$ cat config.mk
export PLATFORM = sky130hd
export DESIGN_NAME = serial_parity_rx
export DESIGN_NICKNAME = d
export VERILOG_FILES = /design/src/rtl/serial_parity_rx.sv
export SDC_FILE = /design/constraint.sdc
export NUM_CORES = 1
export LEC_CHECK = 0
export CORE_MARGIN = 2
export CORE_UTILIZATION = 51
export CTS_CLUSTER_DIAMETER = 80
export CTS_CLUSTER_SIZE = 8
export DETAILED_ROUTE_END_ITERATION = 8
export PLACE_DENSITY = 0.84
export SLEW_MARGIN = 25
export SYNTH_ARGS = -nofsm -noshare
export SYNTH_HDL_FRONTEND = slang
export SYNTH_SLANG_ARGS = --single-unit
$ cat constraint.sdc
create_clock -name clk -period 1.4 [get_ports clk]
set_input_delay 0.28 -clock clk [delete_from_list [all_inputs] [get_ports clk]]
set_output_delay 0.28 -clock clk [all_outputs]
set_load 0.02 [all_outputs]
$ cat src/rtl/serial_parity_rx.sv
// Serial frame receiver: start(0), N data bits LSB-first, parity, stop(1).
// Recomputes parity over the received word and reports parity and framing errors.
module serial_parity_rx #(
    parameter int N   = 8,
    parameter bit ODD = 1'b0
) (
    input  logic         clk,
    input  logic         rst,
    input  logic         bit_en,
    input  logic         rx_bit,
    output logic [N-1:0] data,
    output logic         valid,
    output logic         parity_err,
    output logic         frame_err,
    output logic         busy
);

    localparam int CW = $clog2(N + 1);
    localparam logic [CW-1:0] CNT_ZERO = CW'(0);
    localparam logic [CW-1:0] CNT_ONE  = CW'(1);
    localparam logic [CW-1:0] CNT_LAST = CW'(N - 1);

    typedef enum logic [1:0] {
        IDLE   = 2'd0,
        DATA   = 2'd1,
        PARITY = 2'd2,
        STOP   = 2'd3
    } state_t;

    // Parity bit the transmitter should have sent for this word.
    function automatic logic expected_parity(input logic [N-1:0] word);
        logic p;
        if (ODD) begin
            p = ~^word;
        end else begin
            p = ^word;
        end
        return p;
    endfunction

    state_t         state_r, state_s;
    logic [N-1:0]   shift_r, shift_s;
    logic [CW-1:0]  count_r, count_s;
    logic           par_r, par_s;
    logic [N-1:0]   data_r, data_s;
    logic           valid_r, valid_s;
    logic           parity_err_r, parity_err_s;
    logic           frame_err_r, frame_err_s;

    // Next-state and next-output logic; everything advances only on bit_en.
    always_comb begin
        state_s      = state_r;
        shift_s      = shift_r;
        count_s      = count_r;
        par_s        = par_r;
        data_s       = data_r;
        valid_s      = 1'b0;
        parity_err_s = parity_err_r;
        frame_err_s  = frame_err_r;
        if (bit_en) begin
            case (state_r)
                IDLE: begin
                    if (!rx_bit) begin
                        state_s = DATA;
                        count_s = CNT_ZERO;
                        shift_s = {N{1'b0}};
                    end else begin
                        state_s = IDLE;
                    end
                end
                DATA: begin
                    // Shifting in at the MSB leaves the first bit at the LSB after N bits.
                    shift_s = {rx_bit, shift_r[N-1:1]};
                    if (count_r == CNT_LAST) begin
                        state_s = PARITY;
                    end else begin
                        state_s = DATA;
                    end
                    count_s = count_r + CNT_ONE;
                end
                PARITY: begin
                    par_s   = rx_bit;
                    state_s = STOP;
                end
                STOP: begin
                    data_s       = shift_r;
                    valid_s      = 1'b1;
                    parity_err_s = (par_r != expected_parity(shift_r));
                    frame_err_s  = ~rx_bit;
                    state_s      = IDLE;
                end
                default: begin
                    state_s = IDLE;
                end
            endcase
        end else begin
            state_s = state_r;
        end
    end

    // State and output registers with synchronous reset taking priority.
    always_ff @(posedge clk) begin
        if (rst) begin
            state_r      <= IDLE;
            shift_r      <= {N{1'b0}};
            count_r      <= CNT_ZERO;
            par_r        <= 1'b0;
            data_r       <= {N{1'b0}};
            valid_r      <= 1'b0;
            parity_err_r <= 1'b0;
            frame_err_r  <= 1'b0;
        end else begin
            state_r      <= state_s;
            shift_r      <= shift_s;
            count_r      <= count_s;
            par_r        <= par_s;
            data_r       <= data_s;
            valid_r      <= valid_s;
            parity_err_r <= parity_err_s;
            frame_err_r  <= frame_err_s;
        end
    end

    assign data       = data_r;
    assign valid      = valid_r;
    assign parity_err = parity_err_r;
    assign frame_err  = frame_err_r;
    assign busy       = (state_r != IDLE);

endmodule

==> summary.md, run 1 <==
| Metric | Value |
|---|---|
| Clk Latency, worst-skew pair | `0.33 ns` |
| Synth warn | `0` |
| HP Start | `data[7]$_SDFFE_PP0P_` |
| Critical Path, Cell by Cell | `or2_2 > buf_6` |
| CP required | `1.12 ns` |
| Placed cell area | `0.00133 mm2` |
| Slew at the pin closest to its max-slew limit | `0.249 ns` |
| Vias post-DR | `906` |
| CTS tree | `built` |
| Initial Util | `54.1%` |
| Clock Sinks | `26` |
| CTS Buf Count | `3` |
| Utilization after layout | `69.4%` |
| WP buf/inv | `1` |
| DP Wirelength | `1500 um` |
| Worst r2r src | `shift_r[3]$_SDFFE_PP0P_` |
| P&R area growth vs syn | `28.4%` |
| Mapped Area | `0.00107 mm2` |
| Post-synth net total | `127` |
| DRT Wirelength | `2140 um` |
| Slowest CP cell | `dfxtp_2` |
| P_leak | `0.570 nW` |
| Final Hold Fails | `0` |
| Crit start category | `register` |
| Final setup fails | `0` |
| Global-route usage over all layers | `20.5%` |
| Final ANT Viol Nets | `0` |
| Slew Viols, Final | `0` |
| Die H | `49.9 um` |
| N_diodes | `0` |
| CP endpoint kind | `output pin` |
| Status | `completed` |
| Clock Skews | `0.00475 ns` |
| CTS Hold Bufs | `0` |
| H-tree levels | `1` |
| Relative slew slack | `83.3%` |
| Clk pin slew, worst setup/hold paths | `0.14 ns` |
| Synthesized area per cell | `8.79 um2` |
| FMAX | `728 MHz` |
| Worst Path Arrival | `1.09 ns` |
| Nets | `150` |
| Iteration-0 DRC count of the detailed router | `19` |
| Gpl congestion | `0.754` |
| Max incr delay on CP | `0.34 ns` |
| Root buf cell | `clkbuf_4` |
| WS Path Type | `register to output pin` |
| Number of max-cap violations | `0` |
| Cell area after layout | `0.00138 mm2` |
| First-pass GRT wire length | `3870 um` |
| Hold Path Class | `register to register` |
| Via density | `5.30` |
| Worst vdd ir | `0.000725 V` |
| Die X | `49.9 um` |
| Final setup TNS | `0 ns` |
| Sequential area share after synthesis | `48.5%` |
| IO Pins | `16` |
| Yosys reg bits | `26` |
| Wire per inst | `12.5 um` |
| Clock tree buffer depth | `2` |
| Layout cells sized above 1 | `16.0%` |
| PwrDens | `983 mW/mm2` |
| # port buffers | `15` |
| Largest net degree at the start of global routing | `23` |
| Vias in the first global route | `872` |
| Die area | `0.00249 mm2` |
| Placeable Area | `0.00198 mm2` |
| Synth cell types | `27` |
| Drt first pass iters | `4` |
| Crit share post-route | `98.2%` |
| Critical path's top delay family | `flip-flops` |
| Antenna violations before repair | `0` |
| Grt total ovfl | `0` |
| Final min period | `1.37 ns` |
| Mapped Cells | `122` |
| # DRC | `0` |
| Crit-path max FO | `2` |
| RSZ-0062 raised after global routing | `true` |
| Row count | `16` |
==> logic make-up (layout without fill, tap and decap cells) <==
group           count (synthesis)  after routing  synth area share (%)
fa+ha+maj                       1              1                  1.17
mux                             3              3                  2.92
buf+inv                         8             30                  3.27
compound gates                 26             26                  15.6
xor+xnor                        6              6                  6.18
simple gates                   52             52                  22.3
flops                          26             26                  48.5
==> power breakdown <==
part	internal, mW	switching, mW	total, mW
clock network	0.290	0.229	0.518
registers	0.744	0.00379	0.748
logic	0.0402	0.0463	0.0865
==> timing repair <==
action	in CTS	in global routing
setup endpoints to repair	12	5
gates resized for setup	15	6
pin swaps	0	0
setup buffers	0	0
==> area by class of cell <==
class / instances / area, um2
fill: 156 / 606
tap: 27 / 33.8
inverter: 1 / 7.51
clock buffer: 3 / 22.5
timing repair buffer: 25 / 238
multi-input combinational: 88 / 522
sequential: 26 / 523
clock inverter: 1 / 30.0
==> flip-flops by register name, summed over array words and instances, names as in the netlist, named ones only <==
name,cells
shift_r,8
par_r,1
data,8
valid,1
count_r,4
state_r,1
parity_err,1
frame_err,1
==> final timing paths <==
check / end / slack (ns) / cells past startpoint
setup / recovery: busy / 0.03 / 2
hold / removal: data[7]$_SDFFE_PP0P_ / 0.46 / 2
setup reg to reg: parity_err$_SDFFE_PP0P_ / 0.09 / 4
hold reg to reg: data[7]$_SDFFE_PP0P_ / 0.46 / 2
==> per-layer routing <==
metal | vias to the layer above | GRT usage, % | part of all wire (%)
li1 | 461 | - | -
met1 | 427 | 26.3 | 49
met2 | 13 | 33.8 | 48
met3 | 5 | 3.03 | 1.9
met4 | 0 | 9.72 | 2.0
met5 | - | 0 | 0
==> worst min-delay path: stages, from the launching register on <==
cell	delay, ns
dfxtp_1	0.33
nand2_1	0.05
a21oi_1	0.05
==> Yosys cell counts <==
library cell / number / share of area [%]
nand3_1: 2 / 0.93
nand3b_1: 3 / 2.1
mux2i_1: 2 / 1.9
ha_1: 1 / 1.2
nor2_1: 16 / 5.6
o21ai_0: 1 / 0.47
a211oi_1: 1 / 0.70
xnor2_1: 3 / 2.5
mux2_2: 1 / 1.1
nor3b_1: 1 / 0.70
a311oi_1: 1 / 0.82
xnor3_1: 1 / 2.1
nor2b_1: 2 / 1.2
inv_1: 1 / 0.35
a22oi_1: 10 / 7.0
a21oi_1: 11 / 5.1
nor2_4: 1 / 1.1
dfxtp_1: 26 / 49
nand2b_1: 2 / 1.2
buf_2: 4 / 1.9
nand2_1: 23 / 8.1
or2_2: 1 / 0.58
o211ai_1: 1 / 0.70
nand3_2: 1 / 0.93
a41oi_1: 1 / 0.82
clkbuf_1: 3 / 1.1
xor2_1: 2 / 1.6
==> per-stage QoR <==
stage	worst slack [ns]	total power [mW]	std cells	hold WS [ns]
5_1_grt	-0.0141	1.40	171	0.497
4_1_cts	0.0235	1.35	171	0.464
3_3_place_gp	-0.0970	0.846	167	0.445
6_report	0.0255	1.35	171	0.462
3_5_place_dp	-0.151	0.849	167	0.447
2_1_floorplan	0.211	0.810	122	0.376
==> cells in the final DEF (no fill, tap or decap), types with 2 or more instances in the layout <==
cell,n
dfxtp_1,24
nand2_1,23
nor2_1,16
a21oi_1,11
dlygate4sd2_1,11
a22oi_1,9
buf_4,8
nand3b_1,3
xnor2_1,3
clkbuf_4,3
clkdlybuf4s50_1,3
mux2i_1,2
xor2_1,2
nand2b_1,2
nand3_1,2
nor2b_1,2
dfxtp_2,2
buf_12,2
No activity file was read; power rests on OpenSTA's default activity.
==> inputs of run 2 (changes only) <==
- SLEW_MARGIN: 25 -> default
==> results of run 2 <==
Final layout, timing and power as in run 1 (identical DEF).
==> inputs of run 3 (changes only) <==
- MAX_ROUTING_LAYER: default -> met4
==> results of run 3 <==
Final layout, timing and power as in run 1 (identical DEF).
Main changes from that run: final weighted congestion in routability-driven placement 0.754 -> 0.764; overall routing resource usage 20.5% -> 21.1%
